--- src/rtl/uart_rx.sv ---
// 8N1 UART receiver, LSB first: two-flop input synchroniser, mid-bit sampling,
// one-cycle valid strobe per good byte and one-cycle strobe per stop-bit violation.
module uart_rx #(
    parameter int unsigned CLKS_PER_BIT = 87
) (
    input  logic       i_CLK,
    input  logic       i_RST_N,
    input  logic       i_RX_SERIAL,
    output logic       o_RX_DV,
    output logic [7:0] o_RX_BYTE,
    output logic       o_RX_FRAME_ERR,
    output logic       o_RX_BUSY
);

    localparam int unsigned CNT_W = $clog2(CLKS_PER_BIT);
    localparam logic [CNT_W-1:0] CNT_HALF = CNT_W'((CLKS_PER_BIT - 1) / 2);
    localparam logic [CNT_W-1:0] CNT_LAST = CNT_W'(CLKS_PER_BIT - 1);

    typedef enum logic [2:0] {
        StIdle,
        StStart,
        StData,
        StStop,
        StWaitHigh
    } state_e;

    state_e           state;
    logic             rx_s1;
    logic             rx_s2;
    logic [CNT_W-1:0] clk_cnt;
    logic [2:0]       bit_idx;
    logic [7:0]       rx_shift;

    // Synchroniser resets to the idle-high line level so reset release never looks like a start bit.
    always_ff @(posedge i_CLK or negedge i_RST_N) begin
        if (!i_RST_N) begin
            rx_s1 <= 1'b1;
            rx_s2 <= 1'b1;
        end else begin
            rx_s1 <= i_RX_SERIAL;
            rx_s2 <= rx_s1;
        end
    end

    always_ff @(posedge i_CLK or negedge i_RST_N) begin
        if (!i_RST_N) begin
            state          <= StIdle;
            clk_cnt        <= '0;
            bit_idx        <= 3'd0;
            rx_shift       <= 8'h00;
            o_RX_DV        <= 1'b0;
            o_RX_BYTE      <= 8'h00;
            o_RX_FRAME_ERR <= 1'b0;
            o_RX_BUSY      <= 1'b0;
        end else begin
            o_RX_DV        <= 1'b0;
            o_RX_FRAME_ERR <= 1'b0;
            unique case (state)
                StIdle: begin
                    clk_cnt <= '0;
                    bit_idx <= 3'd0;
                    if (!rx_s2) begin
                        state     <= StStart;
                        o_RX_BUSY <= 1'b1;
                    end
                end
                StStart: begin
                    if (clk_cnt == CNT_HALF) begin
                        clk_cnt <= '0;
                        if (!rx_s2) begin
                            state <= StData;
                        end else begin
                            state     <= StIdle;
                            o_RX_BUSY <= 1'b0;
                        end
                    end else begin
                        clk_cnt <= clk_cnt + 1'b1;
                    end
                end
                StData: begin
                    if (clk_cnt == CNT_LAST) begin
                        clk_cnt           <= '0;
                        rx_shift[bit_idx] <= rx_s2;
                        if (bit_idx == 3'd7) begin
                            state <= StStop;
                        end else begin
                            bit_idx <= bit_idx + 1'b1;
                        end
                    end else begin
                        clk_cnt <= clk_cnt + 1'b1;
                    end
                end
                StStop: begin
                    if (clk_cnt == CNT_LAST) begin
                        clk_cnt <= '0;
                        if (rx_s2) begin
                            o_RX_BYTE <= rx_shift;
                            o_RX_DV   <= 1'b1;
                            o_RX_BUSY <= 1'b0;
                            state     <= StIdle;
                        end else begin
                            o_RX_FRAME_ERR <= 1'b1;
                            state          <= StWaitHigh;
                        end
                    end else begin
                        clk_cnt <= clk_cnt + 1'b1;
                    end
                end
                StWaitHigh: begin
                    // Break guard: a held-low line reports one error, not one per frame time.
                    clk_cnt <= '0;
                    if (rx_s2) begin
                        state     <= StIdle;
                        o_RX_BUSY <= 1'b0;
                    end
                end
                default: begin
                    state     <= StIdle;
                    clk_cnt   <= '0;
                    o_RX_BUSY <= 1'b0;
                end
            endcase
        end
    end

endmodule

--- config.mk ---
export PLATFORM = sky130hd
export DESIGN_NAME = uart_rx
export DESIGN_NICKNAME = d
export VERILOG_FILES = /design/src/rtl/uart_rx.sv
export SDC_FILE = /design/constraint.sdc
export NUM_CORES = 1
export LEC_CHECK = 0
export CAP_MARGIN = 20
export CORE_UTILIZATION = 40
export DETAILED_ROUTE_END_ITERATION = 6
export PLACE_DENSITY_LB_ADDON = 0.12
export SLEW_MARGIN = 20
export SYNTH_ARGS = -nofsm -noshare
export SYNTH_HDL_FRONTEND = slang
export SYNTH_SLANG_ARGS = --single-unit
--- constraint.sdc ---
create_clock -name i_CLK -period 3.8 [get_ports i_CLK]
set_input_delay 0.38 -clock i_CLK [delete_from_list [all_inputs] [get_ports i_CLK]]
set_output_delay 0.38 -clock i_CLK [all_outputs]
set_load 0.01 [all_outputs]
==> impl_metrics.py <==
metrics = {
    "critical_path": {
        "rr_endpoint": "rx_shift[7]",
        "start_kind": "flip-flop",
        "timing.critical_path.slowest_cell_delay_ns": 0.41,
        "worstSetupPathType": "reg -> reg",
        "timing.critical_path.buf_inv": 1,
        "path_delay_family": "simple AND/OR/NAND/NOR gates",
        "critical_path.cell_chain": "inv_1 -> ha_1 -> nand4bb_4 -> or2_1 -> or3_1 -> mux2_4",
        "critPathArrivalTime_ns": 2.10,
        "worst-endpoint-required_ns": 3.96,
        "timing.reg2reg.worst_path_depth": 6,
        "launch_point_of_the_worst_reg_to_reg_path": "clk_cnt[0]",
        "critical_path_peak_fanout": 6,
        "worst-r2r-setup-slack_ns": 1.86,
        "critical_path.slowest_cell": "sky130_fd_sc_hd__or3_1",
        "crit_path_end_kind": "flip-flop",
    },
    "sta": {
        "setup_total_negative_slack_ns": 0,
        "rsz0062_at_grt": "false",
        "max_slew.worst_pin.slew_ns": 0.5640,
        "timing.fmax_mhz": 516.6,
        "report.final.hold_viol_count": 0,
        "share_of_the_cycle_needed_by_the_critical_path_after_routing_pct": 50.94,
        "timing.clock.skew_ns": 0.008137,
        "final.setup.worst_slack_ns": 1.864,
        "setup_viol": 0,
        "normalized_max_slew_margin_pct": 62.40,
        "whs_ns": 0.3570,
        "final_max_slew_viol_count": 0,
        "final.min_clock_period_ns": 1.936,
    },
    "floorplanning": {
        "fp-row-count": 22,
        "boundaryPins": 14,
        "die-height_um": 64.51,
        "core-area_um2": 3716,
        "chipWidth_um": 64.51,
        "floorplan.die_area_um2": 4161,
        "initial_utilization_pct": 42.05,
    },
    "layout": {
        "flow.area_growth_from_synthesis_pct": 16.57,
        "stdcell_area_um2": 1822,
        "fillers": 342,
        "final_nets": 153,
        "final_layout_size_suffix_gt1_share_pct": 20.41,
        "antenna-diode-count": 0,
    },
    "logic_synthesis": {
        "ys_types": 36,
        "mean_area_per_synthesized_cell_um2": 11.93,
        "async_reset_ff_share_pct": 100.0,
        "ys_seq_area_share_pct": 54.60,
        "synth-edff-count": 0,
        "syn_nets": 138,
        "synthesis.instances": 131,
        "yosysWarnings": 0,
        "ys_ff_latch": 34,
        "synthesis.area_um2": 1563,
        "synth_top_flop_cell": "sky130_fd_sc_hd__dfrtp_1",
    },
    "global_route": {
        "grt_antenna_before_repair": 0,
        "via_count_of_the_first_global_routing_pass": 1080,
        "grt_overflow_total": 0,
        "grt_first_pass_wirelength_um": 4919,
        "grt_max_degree": 35,
        "grt_usage_pct": 15.74,
    },
    "min_path": {
        "min-delay-path-class": "reg -> reg",
        "timing.hold.worst.start": "rx_s1",
        "worst_hold_path.num_cells": 0,
        "whs_endpoint": "rx_s2",
    },
    "cts": {
        "ctsLongestPathBuffers": 2,
        "cts_sinks": 34,
        "cts.repair.resized": 0,
        "postCtsSetupRepairBufs": 0,
        "cts-buffers-inserted": 5,
        "max_h_tree_level": 2,
        "worst_skew_pair.late_latency_ns": 0.28,
        "tritoncts": "yes",
        "postCtsHoldBufs": 0,
        "root_buffer": "sky130_fd_sc_hd__clkbuf_8",
        "cts.clk_slew.worst_paths_ns": 0.06,
    },
    "placement": {
        "placedInstanceArea_um2": 1730,
        "place_ws_ns": 1.864,
        "port_buffers": 13,
        "globalplace.congestion": 0.8327,
        "hpwlAfterDp_um": 1808,
    },
    "detailed_routing": {
        "drt-total-wl_um": 2635,
        "firstDrtPassIters": 4,
        "ant_nets": 0,
        "post-route-drc-count": 0,
        "vias": 1028,
        "drt-vias-per-instance": 5.272,
        "routedWlPerCell_um": 13.51,
        "drt-initial-drc-count": 66,
    },
    "power": {
        "leakagePower_nw": 0.7922,
        "worst_ir_drop_vdd_mv": 0.1975,
        "powerDensity_nw_per_um2": 373.6,
    },
    "job": {
        "max_cap_violations": 0,
    },
    "run_status": {
        "result_of_the_run": "finished, final reports clean",
    },
}
-- report_power, final --
part / internal (mW) / total, mW / switching [mW]
Clock: 0.146 / 0.266 / 0.120
Sequential: 0.370 / 0.381 / 0.0114
Combinational: 0.0142 / 0.0330 / 0.0188
Total: 0.530 / 0.681 / 0.151
-- cells in the final DEF, fill, tap and decap left out, types with 5 or more instances in the layout --
cell type,n
sky130_fd_sc_hd__clkbuf_8,6
sky130_fd_sc_hd__clkdlybuf4s50_1,13
sky130_fd_sc_hd__dfrtp_1,32
sky130_fd_sc_hd__mux2_2,15
sky130_fd_sc_hd__nand2_1,6
sky130_fd_sc_hd__nand3_1,7
sky130_fd_sc_hd__nand4_1,5
sky130_fd_sc_hd__nor2_1,8
sky130_fd_sc_hd__nor3_1,9
-- sequential cells by signal, indices dropped and copies added, names as in the netlist --
register        cells
o_RX_BYTE           8
state               3
o_RX_DV             1
o_RX_FRAME_ERR      1
rx_s2               1
rx_shift            8
clk_cnt             7
o_RX_BUSY           1
rx_s1               1
bit_idx             3
-- metrics by stage --
stage	utilization, %	total power [mW]	instances
floorplan	-	0.4055	131
global placement	46.57	0.4213	187
detailed placement	46.57	0.4219	187
CTS	49.02	0.6904	195
global route	49.02	0.7162	195
finish	49.02	0.6805	195
-- cell families after synthesis --
group,count (synthesis),synth area share [%]
mux,17,12.41
compound gates,14,6.326
fa+ha+maj,4,3.203
simple gates,47,17.77
buf+inv,10,2.882
xor+xnor,5,2.803
flops,34,54.60
-- cells in the mapped netlist (2+ instances only) --
| master | instances | area (um2) |
|---|---|---|
| sky130_fd_sc_hd__dfrtp_1 | 32 | 800.8 |
| sky130_fd_sc_hd__mux2_2 | 15 | 168.9 |
| sky130_fd_sc_hd__nor3_1 | 9 | 45.04 |
| sky130_fd_sc_hd__nor2_1 | 8 | 30.03 |
| sky130_fd_sc_hd__nand3_1 | 7 | 35.03 |
| sky130_fd_sc_hd__nand2_1 | 6 | 22.52 |
| sky130_fd_sc_hd__clkbuf_1 | 5 | 18.77 |
| sky130_fd_sc_hd__nand4_1 | 5 | 31.28 |
| sky130_fd_sc_hd__ha_1 | 4 | 50.05 |
| sky130_fd_sc_hd__inv_1 | 4 | 15.01 |
| sky130_fd_sc_hd__o21ai_0 | 3 | 15.01 |
| sky130_fd_sc_hd__xnor2_1 | 3 | 26.28 |
| sky130_fd_sc_hd__a21oi_1 | 2 | 10.01 |
| sky130_fd_sc_hd__a2bb2oi_1 | 2 | 17.52 |
| sky130_fd_sc_hd__dfstp_2 | 2 | 52.55 |
| sky130_fd_sc_hd__or3_1 | 2 | 12.51 |
| sky130_fd_sc_hd__or4_1 | 2 | 15.01 |
| sky130_fd_sc_hd__xor2_1 | 2 | 17.52 |
-- worst max path at each step --
stage	startpoint	end	slack [ns]	depth (start not counted)
3_3_place_gp	clk_cnt[0]	o_RX_BYTE[1]	1.88	6
6_report	clk_cnt[0]	rx_shift[7]	1.86	6
5_1_grt	clk_cnt[0]	clk_cnt[3]	1.74	5
2_1_floorplan	clk_cnt[0]	rx_shift[7]	1.93	7
4_1_cts	clk_cnt[0]	clk_cnt[3]	1.85	5
3_5_place_dp	clk_cnt[0]	rx_shift[7]	1.86	6
-- layout make-up --
class	instances	area (um2)	share of cell area, %
flip-flops and latches	34	853.3	46.84
multi-input cells	87	664.4	36.47
repair buffers	14	137.6	7.555
clock buffers	7	86.33	4.739
well taps	48	60.06	3.297
inverters	4	15.01	0.8242
clock inverters	1	5.005	0.2747
-- layer usage --
| metal | wire length, um | track usage, % |
|---|---|---|
| met2 | 1208 | 22.76 |
| met3 | 113 | 5.282 |
| met5 | 0 | 0 |
| met1 | 1280 | 21.00 |
| met4 | 33 | 7.778 |
(Power assumes the default switching activity.)
